<file path="src/rtl/fpu_rnd_arb_if.sv">
// Bus bundle for the FPU rounder arbiter: two requester channels, the
// launch/return path to the shared rounder, and the result FIFO head.
interface fpu_rnd_arb_if #(
   parameter int TAG_W = 4
);
   // requester side
   logic [1:0]             req_valid_i;
   logic [1:0]             req_ready_o;
   logic [1:0][56:0]       req_data_i;
   logic [1:0][2:0]        req_grs_i;
   logic [1:0][TAG_W-1:0]  req_tag_i;
   logic [2:0]             rmode_i;
   // shared rounder side
   logic [56:0]            rnd_data_o;
   logic [2:0]             rnd_grs_o;
   logic [2:0]             rnd_rmode_o;
   logic [31:0]            rnd_result_i;
   // result side
   logic                   res_valid_o;
   logic                   res_ready_i;
   logic [31:0]            res_data_o;
   logic                   res_src_o;
   logic [TAG_W-1:0]       res_tag_o;
   logic                   busy_o;

   // the arbiter itself
   modport slave (
      input  req_valid_i, req_data_i, req_grs_i, req_tag_i, rmode_i,
      input  rnd_result_i, res_ready_i,
      output req_ready_o, rnd_data_o, rnd_grs_o, rnd_rmode_o,
      output res_valid_o, res_data_o, res_src_o, res_tag_o, busy_o
   );

   // requesters, rounder and consumer around the arbiter
   modport master (
      output req_valid_i, req_data_i, req_grs_i, req_tag_i, rmode_i,
      output rnd_result_i, res_ready_i,
      input  req_ready_o, rnd_data_o, rnd_grs_o, rnd_rmode_o,
      input  res_valid_o, res_data_o, res_src_o, res_tag_o, busy_o
   );
endinterface

</file>
<file path="src/rtl/fpu_rnd_arb.sv">
// Round-robin arbiter sharing one single-precision rounder between the adder
// (requester 0) and the multiplier (requester 1). Accepted operands are
// launched to the rounder, the result returns two edges later and is queued
// with its source index and tag in a small result FIFO. Credit counts every
// operand in flight plus every queued result, so the FIFO can never overflow.
module fpu_rnd_arb #(
   parameter int DEPTH = 4,
   parameter int TAG_W = 4
) (
   input  logic         clk_i,
   input  logic         rst_i,
   fpu_rnd_arb_if.slave bus
);
   localparam int CNT_W = $clog2(DEPTH + 1);
   localparam int PTR_W = $clog2(DEPTH);
   localparam int ENT_W = 32 + 1 + TAG_W;

   // arbitration
   logic [1:0]       grant;
   logic             sel;
   logic             accept;
   logic             credit;
   logic [CNT_W:0]   occ;
   logic             last_q;

   // launch stage (p1) and return stage (p2)
   logic [56:0]      rnd_data_p1_q;
   logic [2:0]       rnd_grs_p1_q;
   logic [2:0]       rnd_rmode_p1_q;
   logic             vld_p1_q;
   logic             src_p1_q;
   logic [TAG_W-1:0] tag_p1_q;
   logic             vld_p2_q;
   logic             src_p2_q;
   logic [TAG_W-1:0] tag_p2_q;

   // result FIFO
   logic [ENT_W-1:0] mem_q [DEPTH];
   logic [PTR_W-1:0] wr_ptr_q, wr_ptr_d;
   logic [PTR_W-1:0] rd_ptr_q, rd_ptr_d;
   logic [CNT_W-1:0] cnt_q, cnt_d;
   logic             push;
   logic             pop;
   logic             res_valid;
   logic [ENT_W-1:0] head;

   // Grant one requester per cycle; ties go to the one not granted last.
   always_comb begin
      occ    = {1'b0, cnt_q} + {{CNT_W{1'b0}}, vld_p1_q} + {{CNT_W{1'b0}}, vld_p2_q};
      credit = occ < (CNT_W + 1)'(DEPTH);
      grant  = 2'b00;
      if (!rst_i && credit) begin
         case (bus.req_valid_i)
            2'b01:   grant = 2'b01;
            2'b10:   grant = 2'b10;
            2'b11:   grant = last_q ? 2'b01 : 2'b10;
            default: grant = 2'b00;
         endcase
      end
   end

   assign sel    = grant[1];
   assign accept = |grant;

   // Stage p1: launch the granted operand to the rounder and track occupancy.
   always_ff @(posedge clk_i) begin
      if (rst_i) begin
         last_q         <= 1'b1;
         vld_p1_q       <= 1'b0;
         vld_p2_q       <= 1'b0;
         rnd_data_p1_q  <= '0;
         rnd_grs_p1_q   <= '0;
         rnd_rmode_p1_q <= '0;
      end else begin
         vld_p1_q <= accept;
         vld_p2_q <= vld_p1_q;
         if (accept) begin
            last_q         <= sel;
            rnd_data_p1_q  <= bus.req_data_i[sel];
            rnd_grs_p1_q   <= bus.req_grs_i[sel];
            rnd_rmode_p1_q <= bus.rmode_i;
         end
      end
   end

   // Stage p1 -> p2: carry source index and tag alongside the rounder latency.
   always_ff @(posedge clk_i) begin
      if (accept) begin
         src_p1_q <= sel;
         tag_p1_q <= bus.req_tag_i[sel];
      end
      src_p2_q <= src_p1_q;
      tag_p2_q <= tag_p1_q;
   end

   assign bus.req_ready_o = grant;
   assign bus.rnd_data_o  = rnd_data_p1_q;
   assign bus.rnd_grs_o   = rnd_grs_p1_q;
   assign bus.rnd_rmode_o = rnd_rmode_p1_q;

   assign push = vld_p2_q;
   assign pop  = res_valid && bus.res_ready_i;

   // FIFO next-state: circular pointers that wrap explicitly at DEPTH-1.
   always_comb begin
      wr_ptr_d = wr_ptr_q;
      rd_ptr_d = rd_ptr_q;
      cnt_d    = cnt_q;
      if (push) begin
         wr_ptr_d = (wr_ptr_q == PTR_W'(DEPTH - 1)) ? '0 : wr_ptr_q + PTR_W'(1);
      end
      if (pop) begin
         rd_ptr_d = (rd_ptr_q == PTR_W'(DEPTH - 1)) ? '0 : rd_ptr_q + PTR_W'(1);
      end
      case ({push, pop})
         2'b10:   cnt_d = cnt_q + CNT_W'(1);
         2'b01:   cnt_d = cnt_q - CNT_W'(1);
         default: cnt_d = cnt_q;
      endcase
   end

   // FIFO control state.
   always_ff @(posedge clk_i) begin
      if (rst_i) begin
         wr_ptr_q <= '0;
         rd_ptr_q <= '0;
         cnt_q    <= '0;
      end else begin
         wr_ptr_q <= wr_ptr_d;
         rd_ptr_q <= rd_ptr_d;
         cnt_q    <= cnt_d;
      end
   end

   // Stage p2 -> FIFO: capture the rounder result with its sideband.
   always_ff @(posedge clk_i) begin
      if (push) begin
         mem_q[wr_ptr_q] <= {bus.rnd_result_i, src_p2_q, tag_p2_q};
      end
   end

   // Head is read straight from storage so it holds while the consumer stalls;
   // outputs are forced to zero whenever no valid result is presented.
   assign head            = mem_q[rd_ptr_q];
   assign res_valid       = (cnt_q != '0) && !rst_i;
   assign bus.res_valid_o = res_valid;
   assign bus.res_data_o  = res_valid ? head[ENT_W-1 -: 32] : 32'h0;
   assign bus.res_src_o   = res_valid ? head[TAG_W] : 1'b0;
   assign bus.res_tag_o   = res_valid ? head[TAG_W-1:0] : '0;
   assign bus.busy_o      = !rst_i && (vld_p1_q || vld_p2_q || (cnt_q != '0));
endmodule

</file>
<file path="src/flat_wrapper.sv">
// flat-port wrapper written by rule: the top's interface ports become plain ports
module fpu_rnd_arb_flat 
#(
   parameter int DEPTH = 4,
   parameter int TAG_W = 4
)
  (clk_i, rst_i, bus_req_valid_i, bus_req_data_i, bus_req_grs_i, bus_req_tag_i, bus_rmode_i, bus_rnd_result_i, bus_res_ready_i, bus_req_ready_o, bus_rnd_data_o, bus_rnd_grs_o, bus_rnd_rmode_o, bus_res_valid_o, bus_res_data_o, bus_res_src_o, bus_res_tag_o, bus_busy_o);
  fpu_rnd_arb_if #(.TAG_W(TAG_W)) bus_i ();
  input  logic clk_i;
  input  logic rst_i;
  input wire logic [$bits(bus_i.req_valid_i)-1:0] bus_req_valid_i;
  input wire logic [$bits(bus_i.req_data_i)-1:0] bus_req_data_i;
  input wire logic [$bits(bus_i.req_grs_i)-1:0] bus_req_grs_i;
  input wire logic [$bits(bus_i.req_tag_i)-1:0] bus_req_tag_i;
  input wire logic [$bits(bus_i.rmode_i)-1:0] bus_rmode_i;
  input wire logic [$bits(bus_i.rnd_result_i)-1:0] bus_rnd_result_i;
  input wire logic [$bits(bus_i.res_ready_i)-1:0] bus_res_ready_i;
  output wire logic [$bits(bus_i.req_ready_o)-1:0] bus_req_ready_o;
  output wire logic [$bits(bus_i.rnd_data_o)-1:0] bus_rnd_data_o;
  output wire logic [$bits(bus_i.rnd_grs_o)-1:0] bus_rnd_grs_o;
  output wire logic [$bits(bus_i.rnd_rmode_o)-1:0] bus_rnd_rmode_o;
  output wire logic [$bits(bus_i.res_valid_o)-1:0] bus_res_valid_o;
  output wire logic [$bits(bus_i.res_data_o)-1:0] bus_res_data_o;
  output wire logic [$bits(bus_i.res_src_o)-1:0] bus_res_src_o;
  output wire logic [$bits(bus_i.res_tag_o)-1:0] bus_res_tag_o;
  output wire logic [$bits(bus_i.busy_o)-1:0] bus_busy_o;
  assign bus_i.req_valid_i = bus_req_valid_i;
  assign bus_i.req_data_i = bus_req_data_i;
  assign bus_i.req_grs_i = bus_req_grs_i;
  assign bus_i.req_tag_i = bus_req_tag_i;
  assign bus_i.rmode_i = bus_rmode_i;
  assign bus_i.rnd_result_i = bus_rnd_result_i;
  assign bus_i.res_ready_i = bus_res_ready_i;
  assign bus_req_ready_o = bus_i.req_ready_o;
  assign bus_rnd_data_o = bus_i.rnd_data_o;
  assign bus_rnd_grs_o = bus_i.rnd_grs_o;
  assign bus_rnd_rmode_o = bus_i.rnd_rmode_o;
  assign bus_res_valid_o = bus_i.res_valid_o;
  assign bus_res_data_o = bus_i.res_data_o;
  assign bus_res_src_o = bus_i.res_src_o;
  assign bus_res_tag_o = bus_i.res_tag_o;
  assign bus_busy_o = bus_i.busy_o;
  fpu_rnd_arb #(.DEPTH(DEPTH), .TAG_W(TAG_W)) u_core (.clk_i(clk_i), .rst_i(rst_i), .bus(bus_i));
endmodule
</file>
<file path="config.mk">
export PLATFORM = sky130hd
export DESIGN_NAME = fpu_rnd_arb_flat
export DESIGN_NICKNAME = d
export VERILOG_FILES = /design/src/rtl/fpu_rnd_arb_if.sv /design/src/rtl/fpu_rnd_arb.sv /design/src/flat_wrapper.sv
export SDC_FILE = /design/constraint.sdc
export NUM_CORES = 1
export LEC_CHECK = 0
export ABC_AREA = 1
export BUFFER_PORTS_ARGS = -buffer_cell sky130_fd_sc_hd__clkbuf_2
export CAP_MARGIN = 20
export CORE_ASPECT_RATIO = 1.25
export CORE_MARGIN = 8
export CORE_UTILIZATION = 57
export CTS_BUF_LIST = sky130_fd_sc_hd__clkbuf_4 sky130_fd_sc_hd__clkbuf_8 sky130_fd_sc_hd__clkbuf_16
export DETAILED_ROUTE_END_ITERATION = 8
export PLACE_DENSITY = 0.86
export SETUP_SLACK_MARGIN = 0.3
export SKIP_LAST_GASP = 1
export SLEW_MARGIN = 20
export SYNTH_ARGS = -nofsm -noshare
export SYNTH_HDL_FRONTEND = slang
export SYNTH_SLANG_ARGS = --single-unit
</file>
<file path="constraint.sdc">
create_clock -name clk_i -period 3.4 [get_ports clk_i]
set_input_delay 0.51 -clock clk_i [delete_from_list [all_inputs] [get_ports clk_i]]
set_output_delay 0.51 -clock clk_i [all_outputs]
set_load 0.1 [all_outputs]
</file>
==> impl_metrics.csv <==
group,metric,value,unit
die,core_area,17400,um2
layout,area_growth_syn_to_layout,26.4,%
critical_path,critPathArrivalTime,2440,ps
timing,hold_ws,228,ps
yosys,netlist.area_leader.share,45.2,%
yosys,syn_area,10200,um2
global_routing,grt_pass1_vias,8026,
timing,final-hold-violation-count,0,
die,die_x,135,um
clock_network,cts_sinks,233,
detailed_routing,drtPass1Iterations,5,
clock_network,tritoncts,"yes",
die,io_pins,272,
yosys,netlist.top_cell.by_area,"edfxtp_1",
placed_design,hpwlAfterDp,17700,um
timing,tightest_slew,884,ps
clock_network,cts_max_level,1,
pwr,internal_power,4.97,mW
timing,max_freq,339,MHz
global_routing,grt_pass1_wl,39400,um
pwr,ir_drop,394,uV
yosys,synth.distinct_cells,24,
clock_network,cts_root_buffer,"clkbuf_16",
pwr,power_frac_seq,42.5,%
global_routing,grt_overflow,0,
placed_design,numPortBuffers,271,
critical_path,rrSetupSlack,1100,ps
clock_network,clk_latency,490,ps
detailed_routing,post_drt_wl_per_cell,15.5,um
layout,post-route-util,73.6,%
detailed_routing,drt-total-wl,25800,um
timing,period_share,86.7,%
yosys,synth.avg_cell_area,8.54,um2
die,fp.dieH,165,um
critical_path,r2r-start,"u_core.push$_SDFF_PP0_",
yosys,synth-seq-cells,233,
pwr,clkPwrFrac,30.3,%
pwr,combPwrFrac,27.2,%
global_routing,grtUsageMet2,39.0,%
detailed_routing,antenna_left,0,
timing,min_period,2950,ps
clock_network,cts.clk_slew.worst_paths,60,ps
clock_network,numCtsBuffers,22,
detailed_routing,drtIter0Drc,756,
pwr,p_sw,2.63,mW
timing,relSlewSlack,41.0,%
global_routing,grt_max_degree,128,
global_routing,grt_antenna_before_repair,0,
critical_path,reg2reg_depth,10,
pwr,p_sw_share,34.6,%
global_routing,grt-busiest-layer,"met2",
critical_path,path_max_fanout,74,
layout,mostFrequentLayoutCell,"nor2_1",
yosys,synthesis.nets,1365,
pwr,p_per_area,592,nW/um2
global_routing,met1_usage,24.8,%
detailed_routing,drt-vias-per-instance,4.93,
critical_path,path_class,"flip-flop to primary output",
critical_path,rr_endpoint,"u_core.bus.rnd_grs_o[0]$_SDFFE_PP0P_",
timing,layout_setup_ws,454,ps
layout,fillers,1237,
layout,seqCellArea,6200,um2
yosys,seq_area_frac_synth,61.0,%
placed_design,post-place-ws,976,ps
layout,drive_gt1_share,22.6,%
min_path,hp-class,"primary input to flip-flop",
yosys,synthCells,1189,
detailed_routing,num_vias,8216,
clock_network,post-cts-setup-buffers,0,
timing,clock-skew-final,20.3,ps
detailed_routing,drc,0,
global_routing,grt_usage,22.1,%
critical_path,end_kind,"primary output",
global_routing,gr-usage-met3,6.05,%
layout,final_cell_mix,"nor2_1 (333), nand2_1 (269), clkbuf_2 (232)",
layout,multi_input_area,3120,um2
die,start_util,58.2,%
die,rows,54,
critical_path,start_kind,"flip-flop",
timing,setup_tns,0,ps
yosys,ys_warn_count,0,
placed_design,gp_congestion,0.843,
timing,rsz0062_at_grt,"false",
pwr,leakagePower,6.08,nW
die,die-area,22400,um2
timing,slew_violations,0,
run_status,status,"finished clean",
critical_path,critical_path_required,2890,ps
run,maxCapViolations,0,
layout,antenna_cells,0,
timing,setup_viol,0,
critical_path,setup.worst_path.end,"bus_res_data_o[29]",
pwr,total_power,7.60,mW
yosys,synth_area_leaders,"edfxtp_1 (45%), dfxtp_1 (16%), nor2_1 (12%)",
clock_network,clockBufferDepth,3,
layout,layout.nets,1606,
-- metal layers --
layer | wire (um) | vias up
met1 | 9850 | 3648
li1 | - | 4165
met4 | 781 | 0
met3 | 2220 | 47
met2 | 13000 | 356
met5 | 0 | -
-- cell usage after synthesis --
cell type and n:
nor2_1 333, nand2_1 269, edfxtp_1 153, inv_1 145
dfxtp_1 80, o21ai_0 80, a21oi_1 47, buf_2 26
clkbuf_1 23, ha_1 7, buf_6 6, buf_1 5
nand3_1 3, inv_2 2, buf_4 1, fa_1 1
nand2_8 1, nor2_4 1, nor3_1 1, o211ai_1 1
o211ai_2 1, o21ai_1 1, o31ai_1 1, xor2_1 1
-- cell type report --
class | count | share of cell area, %
Sequential cell | 233 | 48.3
Clock buffer | 28 | 4.87
Inverter | 147 | 4.32
Tap cell | 224 | 2.18
Timing Repair Buffer | 278 | 15.6
Multi-Input combinational cell | 748 | 24.3
Clock inverter | 10 | 0.439
-- metrics by stage --
stage | cells | cell area (um2)
2_1_floorplan | 1189 | 10200
3_3_place_gp | 1630 | 12200
3_5_place_dp | 1630 | 12200
4_1_cts | 1668 | 12800
5_1_grt | 1668 | 12800
6_report | 1668 | 12800
-- worst max-delay path, cell delays in order, from the launching register on --
cell     delay (ps)
dfxtp_2         330
buf_4           610
nor2_1          140
nor2_1          140
o21ai_0         140
a21oi_1         330
buf_12          220
-- kinds of logic after synthesis --
| family | count (synthesis) | synth area share [%] |
|---|---|---|
| fa+ha+maj | 8 | 1.06 |
| xor+xnor | 1 | 0.0863 |
| flops | 233 | 61.0 |
| simple gates | 608 | 22.8 |
| compound gates | 131 | 6.58 |
| buf+inv | 208 | 8.49 |
-- worst min-delay path by stage --
stage	from	endpoint	slack, ps	depth (start not counted)
detailed placement	u_core.tag_p1_q[2]$_DFFE_PP_	u_core.tag_p2_q[2]$_DFF_P_	330	0
finish	bus_rnd_result_i[15]	u_core.mem_q[0][20]$_DFFE_PP_	230	1
global route	bus_rnd_result_i[8]	u_core.mem_q[1][13]$_DFFE_PP_	220	1
floorplan	u_core.src_p1_q$_DFFE_PP_	u_core.src_p2_q$_DFF_P_	320	0
global placement	u_core.src_p1_q$_DFFE_PP_	u_core.src_p2_q$_DFF_P_	320	0
CTS	bus_rnd_result_i[15]	u_core.mem_q[0][20]$_DFFE_PP_	220	1
-- power by group through the flow --
| stage | clock network [mW] | logic [mW] | registers (mW) |
|---|---|---|---|
| after floorplan | 0 | 0.968 | 3.81 |
| after global placement | 0 | 2.03 | 3.28 |
| after detailed placement | 0 | 2.06 | 3.29 |
| after CTS | 2.33 | 2.07 | 3.23 |
| after global routing | 2.44 | 2.19 | 3.24 |
| final | 2.30 | 2.07 | 3.23 |
-- registers in the layout, indices dropped and copies added (netlist names), named ones only --
| signal | flops |
|---|---|
| u_core.bus.rnd_rmode_o | 3 |
| u_core.tag_p2_q | 4 |
| u_core.bus.rnd_grs_o | 3 |
| u_core.src_p2_q | 1 |
| u_core.mem_q | 148 |
| u_core.cnt_q | 3 |
| u_core.push | 1 |
| u_core.bus.rnd_data_o | 57 |
| u_core.src_p1_q | 1 |
| u_core.tag_p1_q | 4 |
| u_core.wr_ptr_q | 2 |
| u_core.rd_ptr_q | 2 |
| u_core.last_q | 1 |
| u_core.vld_p1_q | 1 |
-- timing repair --
action,in CTS,in global routing
hold buffers,0,0
setup endpoints to repair,0,4
resized for setup,0,3
No activity file was read; power rests on OpenSTA's default activity.
